--- config.mk ---
export PLATFORM = sky130hd
export DESIGN_NAME = instr_encoder_loader
export DESIGN_NICKNAME = d
export VERILOG_FILES = /design/src/rtl/isa_pkg.sv /design/src/rtl/ctrl_to_instr.sv /design/src/rtl/instr_encoder_loader.sv
export SDC_FILE = /design/constraint.sdc
export NUM_CORES = 1
export LEC_CHECK = 0
export BUFFER_PORTS_ARGS = -buffer_cell sky130_fd_sc_hd__buf_2
export CORE_ASPECT_RATIO = 0.6
export CORE_UTILIZATION = 54
export DETAILED_ROUTE_END_ITERATION = 6
export PLACE_DENSITY = 0.85
export SKIP_CTS_REPAIR_TIMING = 1
export SYNTH_ARGS = -nofsm -noshare
export SYNTH_HDL_FRONTEND = slang
export SYNTH_HIERARCHICAL = 1
export SYNTH_SLANG_ARGS = --single-unit
--- constraint.sdc ---
create_clock -name clk -period 2.8 [get_ports clk]
set_input_delay 0 -clock clk [delete_from_list [all_inputs] [get_ports clk]]
set_output_delay 0 -clock clk [all_outputs]
set_load 0.005 [all_outputs]
--- src/rtl/isa_pkg.sv ---
// ============================================================================
//  Module      : isa_pkg
//  Description : Team ISA opcodes, funct codes and control-word layout shared
//                by the instruction encoder/loader and its encoder stage.
//  Revision    : 1.0 - initial release
// ============================================================================
`default_nettype none

package isa_pkg;

    localparam logic [5:0] OP_R  = 6'b000001;
    localparam logic [5:0] OP_LW = 6'b000010;
    localparam logic [5:0] OP_SW = 6'b000011;

    localparam logic [5:0] F_NOP = 6'd31;
    localparam logic [5:0] F_ADD = 6'd32;
    localparam logic [5:0] F_SUB = 6'd34;
    localparam logic [5:0] F_AND = 6'd36;
    localparam logic [5:0] F_OR  = 6'd37;
    localparam logic [5:0] F_MUL = 6'd50;

    typedef enum logic [1:0] {
        ALU_ADD = 2'b00,
        ALU_SUB = 2'b01,
        ALU_AND = 2'b10,
        ALU_OR  = 2'b11
    } alu_op_e;

    localparam int CW_W       = 21;
    localparam int CW_RSA_LSB = 16;
    localparam int CW_RSB_LSB = 11;
    localparam int CW_RD_LSB  = 6;
    localparam int CW_BIMM    = 5;
    localparam int CW_MUL     = 4;
    localparam int CW_MWR     = 3;
    localparam int CW_WBM     = 2;
    localparam int CW_OP_LSB  = 0;

    typedef struct packed {
        logic [4:0] rs_a;
        logic [4:0] rs_b;
        logic [4:0] rd;
        logic       b_imm;
        logic       alu_mul;
        logic       mem_wr;
        logic       wb_mem;
        alu_op_e    alu_op;
    } ctrl_word_t;

    typedef enum logic [1:0] {
        ST_IDLE  = 2'd0,
        ST_LOAD  = 2'd1,
        ST_DRAIN = 2'd2
    } state_e;

    function automatic ctrl_word_t unpack_ctrl(input logic [CW_W-1:0] raw);
        ctrl_word_t cw;
        cw.rs_a    = raw[CW_RSA_LSB +: 5];
        cw.rs_b    = raw[CW_RSB_LSB +: 5];
        cw.rd      = raw[CW_RD_LSB +: 5];
        cw.b_imm   = raw[CW_BIMM];
        cw.alu_mul = raw[CW_MUL];
        cw.mem_wr  = raw[CW_MWR];
        cw.wb_mem  = raw[CW_WBM];
        cw.alu_op  = alu_op_e'(raw[CW_OP_LSB +: 2]);
        return cw;
    endfunction

endpackage

`default_nettype wire

--- src/rtl/ctrl_to_instr.sv ---
// ============================================================================
//  Module      : ctrl_to_instr
//  Description : Combinational re-encoder from a 21-bit control word plus
//                immediate to a 32-bit instruction; flags illegal words.
//  Revision    : 1.0 - initial release
// ============================================================================
`default_nettype none

module ctrl_to_instr
    import isa_pkg::*;
#(
    parameter int SHAMT_DEF = 10
) (
    input  logic [CW_W-1:0] i_ctrl,
    input  logic [15:0]     i_imm,
    output logic [31:0]     o_instr,
    output logic            o_illegal
);

    localparam logic [4:0] c_shamt = 5'(SHAMT_DEF);

    ctrl_word_t w_cw;
    logic [5:0] w_funct;
    logic       w_funct_ok;

    assign w_cw = unpack_ctrl(i_ctrl);

    // R-type function code; a multiply is only legal with the ADD alu_op
    always_comb begin
        w_funct    = F_NOP;
        w_funct_ok = 1'b1;
        if (w_cw.alu_mul) begin
            w_funct    = F_MUL;
            w_funct_ok = (w_cw.alu_op == ALU_ADD);
        end else begin
            case (w_cw.alu_op)
                ALU_ADD: w_funct = F_ADD;
                ALU_SUB: w_funct = F_SUB;
                ALU_AND: w_funct = F_AND;
                ALU_OR:  w_funct = F_OR;
                default: w_funct = F_NOP;
            endcase
        end
    end

    always_comb begin
        o_instr   = {OP_R, 15'd0, c_shamt, F_NOP};
        o_illegal = 1'b1;
        if (!w_cw.b_imm && !w_cw.mem_wr && !w_cw.wb_mem) begin
            o_illegal = (i_ctrl != '0);
        end else if (w_cw.b_imm && !w_cw.mem_wr && !w_cw.wb_mem) begin
            if (w_funct_ok) begin
                o_instr   = {OP_R, w_cw.rs_a, w_cw.rs_b, w_cw.rd, c_shamt, w_funct};
                o_illegal = 1'b0;
            end
        end else if (!w_cw.b_imm && w_cw.wb_mem && !w_cw.mem_wr && !w_cw.alu_mul &&
                     w_cw.alu_op == ALU_ADD && w_cw.rs_b == 5'd0) begin
            o_instr   = {OP_LW, w_cw.rs_a, w_cw.rd, i_imm};
            o_illegal = 1'b0;
        end else if (!w_cw.b_imm && w_cw.mem_wr && !w_cw.wb_mem && !w_cw.alu_mul &&
                     w_cw.alu_op == ALU_ADD && w_cw.rd == 5'd0) begin
            o_instr   = {OP_SW, w_cw.rs_a, w_cw.rs_b, i_imm};
            o_illegal = 1'b0;
        end
    end

endmodule

`default_nettype wire

--- src/rtl/instr_encoder_loader.sv ---
// ============================================================================
//  Module      : instr_encoder_loader
//  Description : Accepts control words over valid/ready, encodes them and
//                writes them sequentially into instruction memory.
//  Revision    : 1.0 - initial release
// ============================================================================
`default_nettype none

module instr_encoder_loader
    import isa_pkg::*;
#(
    parameter int ADDR_W    = 8,
    parameter int DEPTH     = 256,
    parameter int SHAMT_DEF = 10
) (
    input  logic              clk,
    input  logic              rst,
    input  logic              start,
    input  logic              in_valid,
    output logic              in_ready,
    input  logic [CW_W-1:0]   in_ctrl,
    input  logic [15:0]       in_imm,
    input  logic              in_last,
    output logic              imem_we,
    input  logic              imem_ready,
    output logic [ADDR_W-1:0] imem_addr,
    output logic [31:0]       imem_wdata,
    output logic [ADDR_W:0]   count,
    output logic              busy,
    output logic              done,
    output logic              illegal,
    output logic              overflow
);

    localparam int CNT_W = ADDR_W + 1;
    localparam logic [CNT_W-1:0] c_depth    = CNT_W'(DEPTH);
    localparam logic [CNT_W-1:0] c_last_idx = CNT_W'(DEPTH - 1);

    state_e            state_q,    state_d;
    logic [CNT_W-1:0]  acc_q,      acc_d;
    logic [CNT_W-1:0]  count_q,    count_d;
    logic              we_q,       we_d;
    logic [ADDR_W-1:0] addr_q,     addr_d;
    logic [31:0]       wdata_q,    wdata_d;
    logic              done_q,     done_d;
    logic              illegal_q,  illegal_d;
    logic              overflow_q, overflow_d;

    logic [31:0] w_instr;
    logic        w_illegal;
    logic        w_we;
    logic        w_wr_done;
    logic        w_in_ready;
    logic        w_accept;

    ctrl_to_instr #(
        .SHAMT_DEF (SHAMT_DEF)
    ) u_enc (
        .i_ctrl    (in_ctrl),
        .i_imm     (in_imm),
        .o_instr   (w_instr),
        .o_illegal (w_illegal)
    );

    // start discards the held word immediately, so the write strobe is gated
    // combinationally and no word is taken on the restart cycle
    assign w_we       = we_q && !start;
    assign w_wr_done  = w_we && imem_ready;
    assign w_in_ready = (state_q == ST_LOAD) && (acc_q < c_depth) &&
                        (!w_we || imem_ready) && !start;
    assign w_accept   = in_valid && w_in_ready;

    always_comb begin
        state_d    = state_q;
        acc_d      = acc_q;
        count_d    = count_q;
        we_d       = we_q;
        addr_d     = addr_q;
        wdata_d    = wdata_q;
        done_d     = done_q;
        illegal_d  = illegal_q;
        overflow_d = overflow_q;

        if (w_wr_done) begin
            we_d = 1'b0;
            if (count_q < c_depth) begin
                count_d = count_q + 1'b1;
            end
        end

        if (w_accept) begin
            we_d    = 1'b1;
            addr_d  = acc_q[ADDR_W-1:0];
            wdata_d = w_instr;
            acc_d   = acc_q + 1'b1;
            if (w_illegal) begin
                illegal_d = 1'b1;
            end
            if (in_last || acc_q == c_last_idx) begin
                state_d = ST_DRAIN;
            end
        end

        case (state_q)
            ST_LOAD: begin
                if (in_valid && acc_q >= c_depth) begin
                    overflow_d = 1'b1;
                end
            end
            ST_DRAIN: begin
                if (in_valid) begin
                    overflow_d = 1'b1;
                end
                if (!we_q || w_wr_done) begin
                    state_d = ST_IDLE;
                    done_d  = 1'b1;
                end
            end
            default: ;
        endcase

        if (start) begin
            state_d    = ST_LOAD;
            acc_d      = '0;
            count_d    = '0;
            we_d       = 1'b0;
            addr_d     = '0;
            wdata_d    = '0;
            done_d     = 1'b0;
            illegal_d  = 1'b0;
            overflow_d = 1'b0;
        end
    end

    always_ff @(posedge clk) begin
        if (rst) begin
            state_q    <= ST_IDLE;
            acc_q      <= '0;
            count_q    <= '0;
            we_q       <= 1'b0;
            addr_q     <= '0;
            wdata_q    <= '0;
            done_q     <= 1'b0;
            illegal_q  <= 1'b0;
            overflow_q <= 1'b0;
        end else begin
            state_q    <= state_d;
            acc_q      <= acc_d;
            count_q    <= count_d;
            we_q       <= we_d;
            addr_q     <= addr_d;
            wdata_q    <= wdata_d;
            done_q     <= done_d;
            illegal_q  <= illegal_d;
            overflow_q <= overflow_d;
        end
    end

    assign in_ready   = w_in_ready;
    assign imem_we    = w_we;
    assign imem_addr  = addr_q;
    assign imem_wdata = wdata_q;
    assign count      = count_q;
    assign busy       = (state_q != ST_IDLE);
    assign done       = done_q;
    assign illegal    = illegal_q;
    assign overflow   = overflow_q;

endmodule

`default_nettype wire

==> metrics list <==
* Sum Neg Setup Slack: 0 ns
* Worst setup SP type: flip-flop
- Wire length of the first global-routing pass: 11.1 mm
- The worst setup path is captured at a flip-flop.
- After clock tree synthesis, the clock-pin slew on the worst setup and hold paths is 0.07 ns.
- Counting flops with an async set or reset pin after synthesis yields a share of 0.
- DRC violation count after routing: 0
* Category of cells accounting for the largest share of critical-path delay: buffers and inverters
- The worst pin sits at a relative slew slack of 0.417.
- Yosys top cell area share: 0.442
- In the global route stage, overall resource usage came out at 0.259.
* Count of nets after finishing: 501
- In this run the clock root is driven by a clkbuf_8.
- TritonCTS built the clock tree.
* Violation count after the first detailed-route iteration: 159
- Highest attainable clock frequency: 409 MHz
- Area enclosed by the die boundary: 5670 µm²
* Antenna violations before repair: 0
* Final global-route overflow total: 0
- Summing all non-filler instances in the final layout gives an area of 3550 µm².
* List of cells traversed by the critical path: nor4b_4 > nand3_2 > buf_4 > o21ai_0 > a21oi_1 > dlygate4sd3_1
- Summed over all layers, the routed wires come to 6.96 mm.
- For the worst setup path, the data arrival time is 2.67 ns.
* Total power consumption of the routed design: 1.73 mW
- For met1 alone, demand over resource in global routing was 0.347.
- Mean post-synth cell area: 7.98 µm²
- The run finished, with violations left.
* Crit path required time: 3.03 ns
- # H-tree levels: 3
* Final critical delay including setup and external delays: 2.44 ns
- In this run the remaining antenna-violating nets after routing total 0.
- Critical path buffers and inverters: 2
* Most common cell in the synthesized netlist: nand2_1
* Number of input and output port buffers inserted: 97
- In this run the core area contains 20 standard-cell rows.
- Most common flop cell mapped by yosys: dfxtp_1
- Count of boundary I/O pins: 98
* Max-cap violation count: 0
- Worst ir drop on vdd: 0.318 mV
- Total power divided by cell area: 487 nW/µm²
* Kind of path behind the tightest hold check: in -> reg
* Largest cells by area after synthesis: dfxtp_1 (44%), nand2_1 (12%), a21oi_1 (9.7%)
- Latest clock arrival within the worst-skew pair: 0.35 ns
- Synth top cells by count: nand2_1 (91), dfxtp_1 (64), a21oi_1 (56)
- In this run the cell area of the synthesized design comes to 2900 µm².
- At the placement stage, the worst setup path has a slack of 0.928 ns.
- Final setup vio count: 0
- Highest cell delay on the worst timing path: 0.55 ns
- Critical-path maximum fanout: 31
* Worst hold slack across all endpoints: -0.0115 ns
- Summed over all nets, the half-perimeter wirelength after detailed placement is 5.06 mm.
- First-pass iteration count of the detailed router: 4
* Hold Vio Cnt, Final: 1
- The final-report max-slew violation count was 0.
* Transition time at the pin with the least slew margin: 0.875 ns
- For this run, global-route usage on met2 was measured as 0.399.
* Share of final-layout standard cells stronger than drive strength 1: 0.272
* GRT Max-Usage Layer: met2
- Number of unique standard cell types used by synthesis: 47
* Crit Path Class: reg -> reg
- After detailed placement, the total cell area comes to 3350 µm².
- The number of antenna diodes in the final layout is 0.
- For this run, global-route usage on met3 was measured as 0.0904.
* Violated checks: negative hold slack
- Register area share after synthesis: 0.442
- Clock tree buffer depth: 2
- For this run, the number of Yosys warnings is 6.
* Clock Sinks: 64
- Setup repair after global routing missed its margin: false
- Number of global-route vias before repair: 2432
- Synthesized instance count: 363
* Final cycle utilization of the critical path: 0.872
- In this run the static leakage power is 1.49 nW.
* Core area: 5100 µm²
* Filler cells: 431
* TritonCTS Buffers: 9
* Starting utilization of the core area: 0.568
- Number of synthesized flops with an enable pin: 0
* Pin count of the biggest net entering global routing: 47
* Fin worst setup slack: 0.357 ns
- Using the TritonRoute via totals, the vias-per-cell ratio works out to 5.31.
- CP max-delay cell: dlygate4sd3_1
- Routability-driven placement finished with a final weighted congestion of 0.951.
* Area added between synthesis and finish: 22.6%
- Cell taking the most area after synthesis: dfxtp_1
- Largest clock skew in the final design: 0.0102 ns
- From bottom edge to top edge, the die measures 58.7 µm.
- After detailed routing, the average wire length per cell comes to 13.2 µm.
- Flip-flop and latch count after synthesis: 64
* Vias after detailed routing: 2791
- The die is 96.6 µm wide.
[final cells by class]
cell class | count | area [µm²] | area share
clock buffers | 9 | 124 | 0.0349
inverters | 7 | 26.3 | 0.00740
clock inverters | 7 | 48.8 | 0.0137
multi-input cells | 270 | 1450 | 0.409
flip-flops and latches | 64 | 1280 | 0.361
well taps | 66 | 82.6 | 0.0232
repair buffers | 103 | 538 | 0.151
[routing by layer]
metal | vias to the layer above | routed length [µm]
met2 | 113 | 3150
li1 | 1417 | -
met1 | 1254 | 3130
met3 | 7 | 614
met4 | 0 | 57
met5 | - | 0
[logic make-up after synthesis]
| group | share of synthesized area |
|---|---|
| xor gates and xnor gates | 0.0302 |
| buffers and inverters | 0.0609 |
| DFF | 0.442 |
| AOI/OAI and AO/OA | 0.165 |
| adders and majority gates | 0.0130 |
| other | 0.00129 |
| muxes | 0.00345 |
| and+or+nand+nor | 0.285 |
[registers in the layout (all words and copies together), names as in the netlist]
name,count
imem_addr,8
overflow,1
done,1
state_q,2
we_q,1
acc_q,9
count,9
imem_wdata,32
illegal,1
[placed cells by master (no fill, tap or decap), drive strengths merged, types with 4 or more instances in the layout]
| cell type | netlist | routed |
|---|---|---|
| clkbuf | 12 | 9 |
| dfxtp | 64 | 64 |
| buf | 13 | 100 |
| nand2 | 91 | 91 |
| inv | 7 | 7 |
| and2 | 12 | 12 |
| o21ai | 7 | 7 |
| nand3 | 5 | 5 |
| a21oi | 56 | 56 |
| nand4 | 6 | 6 |
| nor2 | 27 | 27 |
| and3 | 7 | 7 |
| a22o | 5 | 5 |
| xor2 | 8 | 8 |
| conb | 1 | 4 |
| clkinv | 0 | 6 |
| a31oi | 4 | 4 |
[stage by stage]
step | hold WS, ns | util | std cells
6_report | -0.0115 | 0.696 | 526
5_1_grt | 0.0231 | 0.696 | 526
4_1_cts | -0.161 | 0.690 | 523
3_5_place_dp | 0.205 | 0.656 | 507
3_3_place_gp | 0.192 | 0.656 | 507
2_1_floorplan | 0.0302 | - | 366
[worst paths after layout]
| kind | startpoint | end | slack, ns | depth (start not counted) |
|---|---|---|---|---|
| worst min register to register | imem_wdata[15]$_SDFFE_PP0N_ | imem_wdata[15]$_SDFFE_PP0N_ | 0.45 | 2 |
| worst min-delay path | in_imm[7] | imem_wdata[7]$_SDFFE_PP0N_ | -0.01 | 4 |
| worst max register to register | acc_q[8]$_SDFFE_PP0N_ | state_q[0]$_SDFF_PP0_ | 0.36 | 6 |
| worst max-delay path | acc_q[8]$_SDFFE_PP0N_ | state_q[0]$_SDFF_PP0_ | 0.36 | 6 |
[worst reg2reg max path, delay by kind of cell, from the launching register on]
kind	cells	cell delay [ns]
buffers and inverters	2	0.93
AND/OR/NAND/NOR	2	0.75
flip-flops	1	0.36
AO/OA/AOI/OAI	2	0.29
[where the power goes]
part           internal [mW]  switching (mW)  leakage (nW)  total, mW
Sequential             0.915         0.00382         0.516      0.919
Clock                  0.320           0.369        0.0889      0.689
Combinational         0.0500          0.0728         0.881      0.123
No activity file was read; power rests on OpenSTA's default activity.
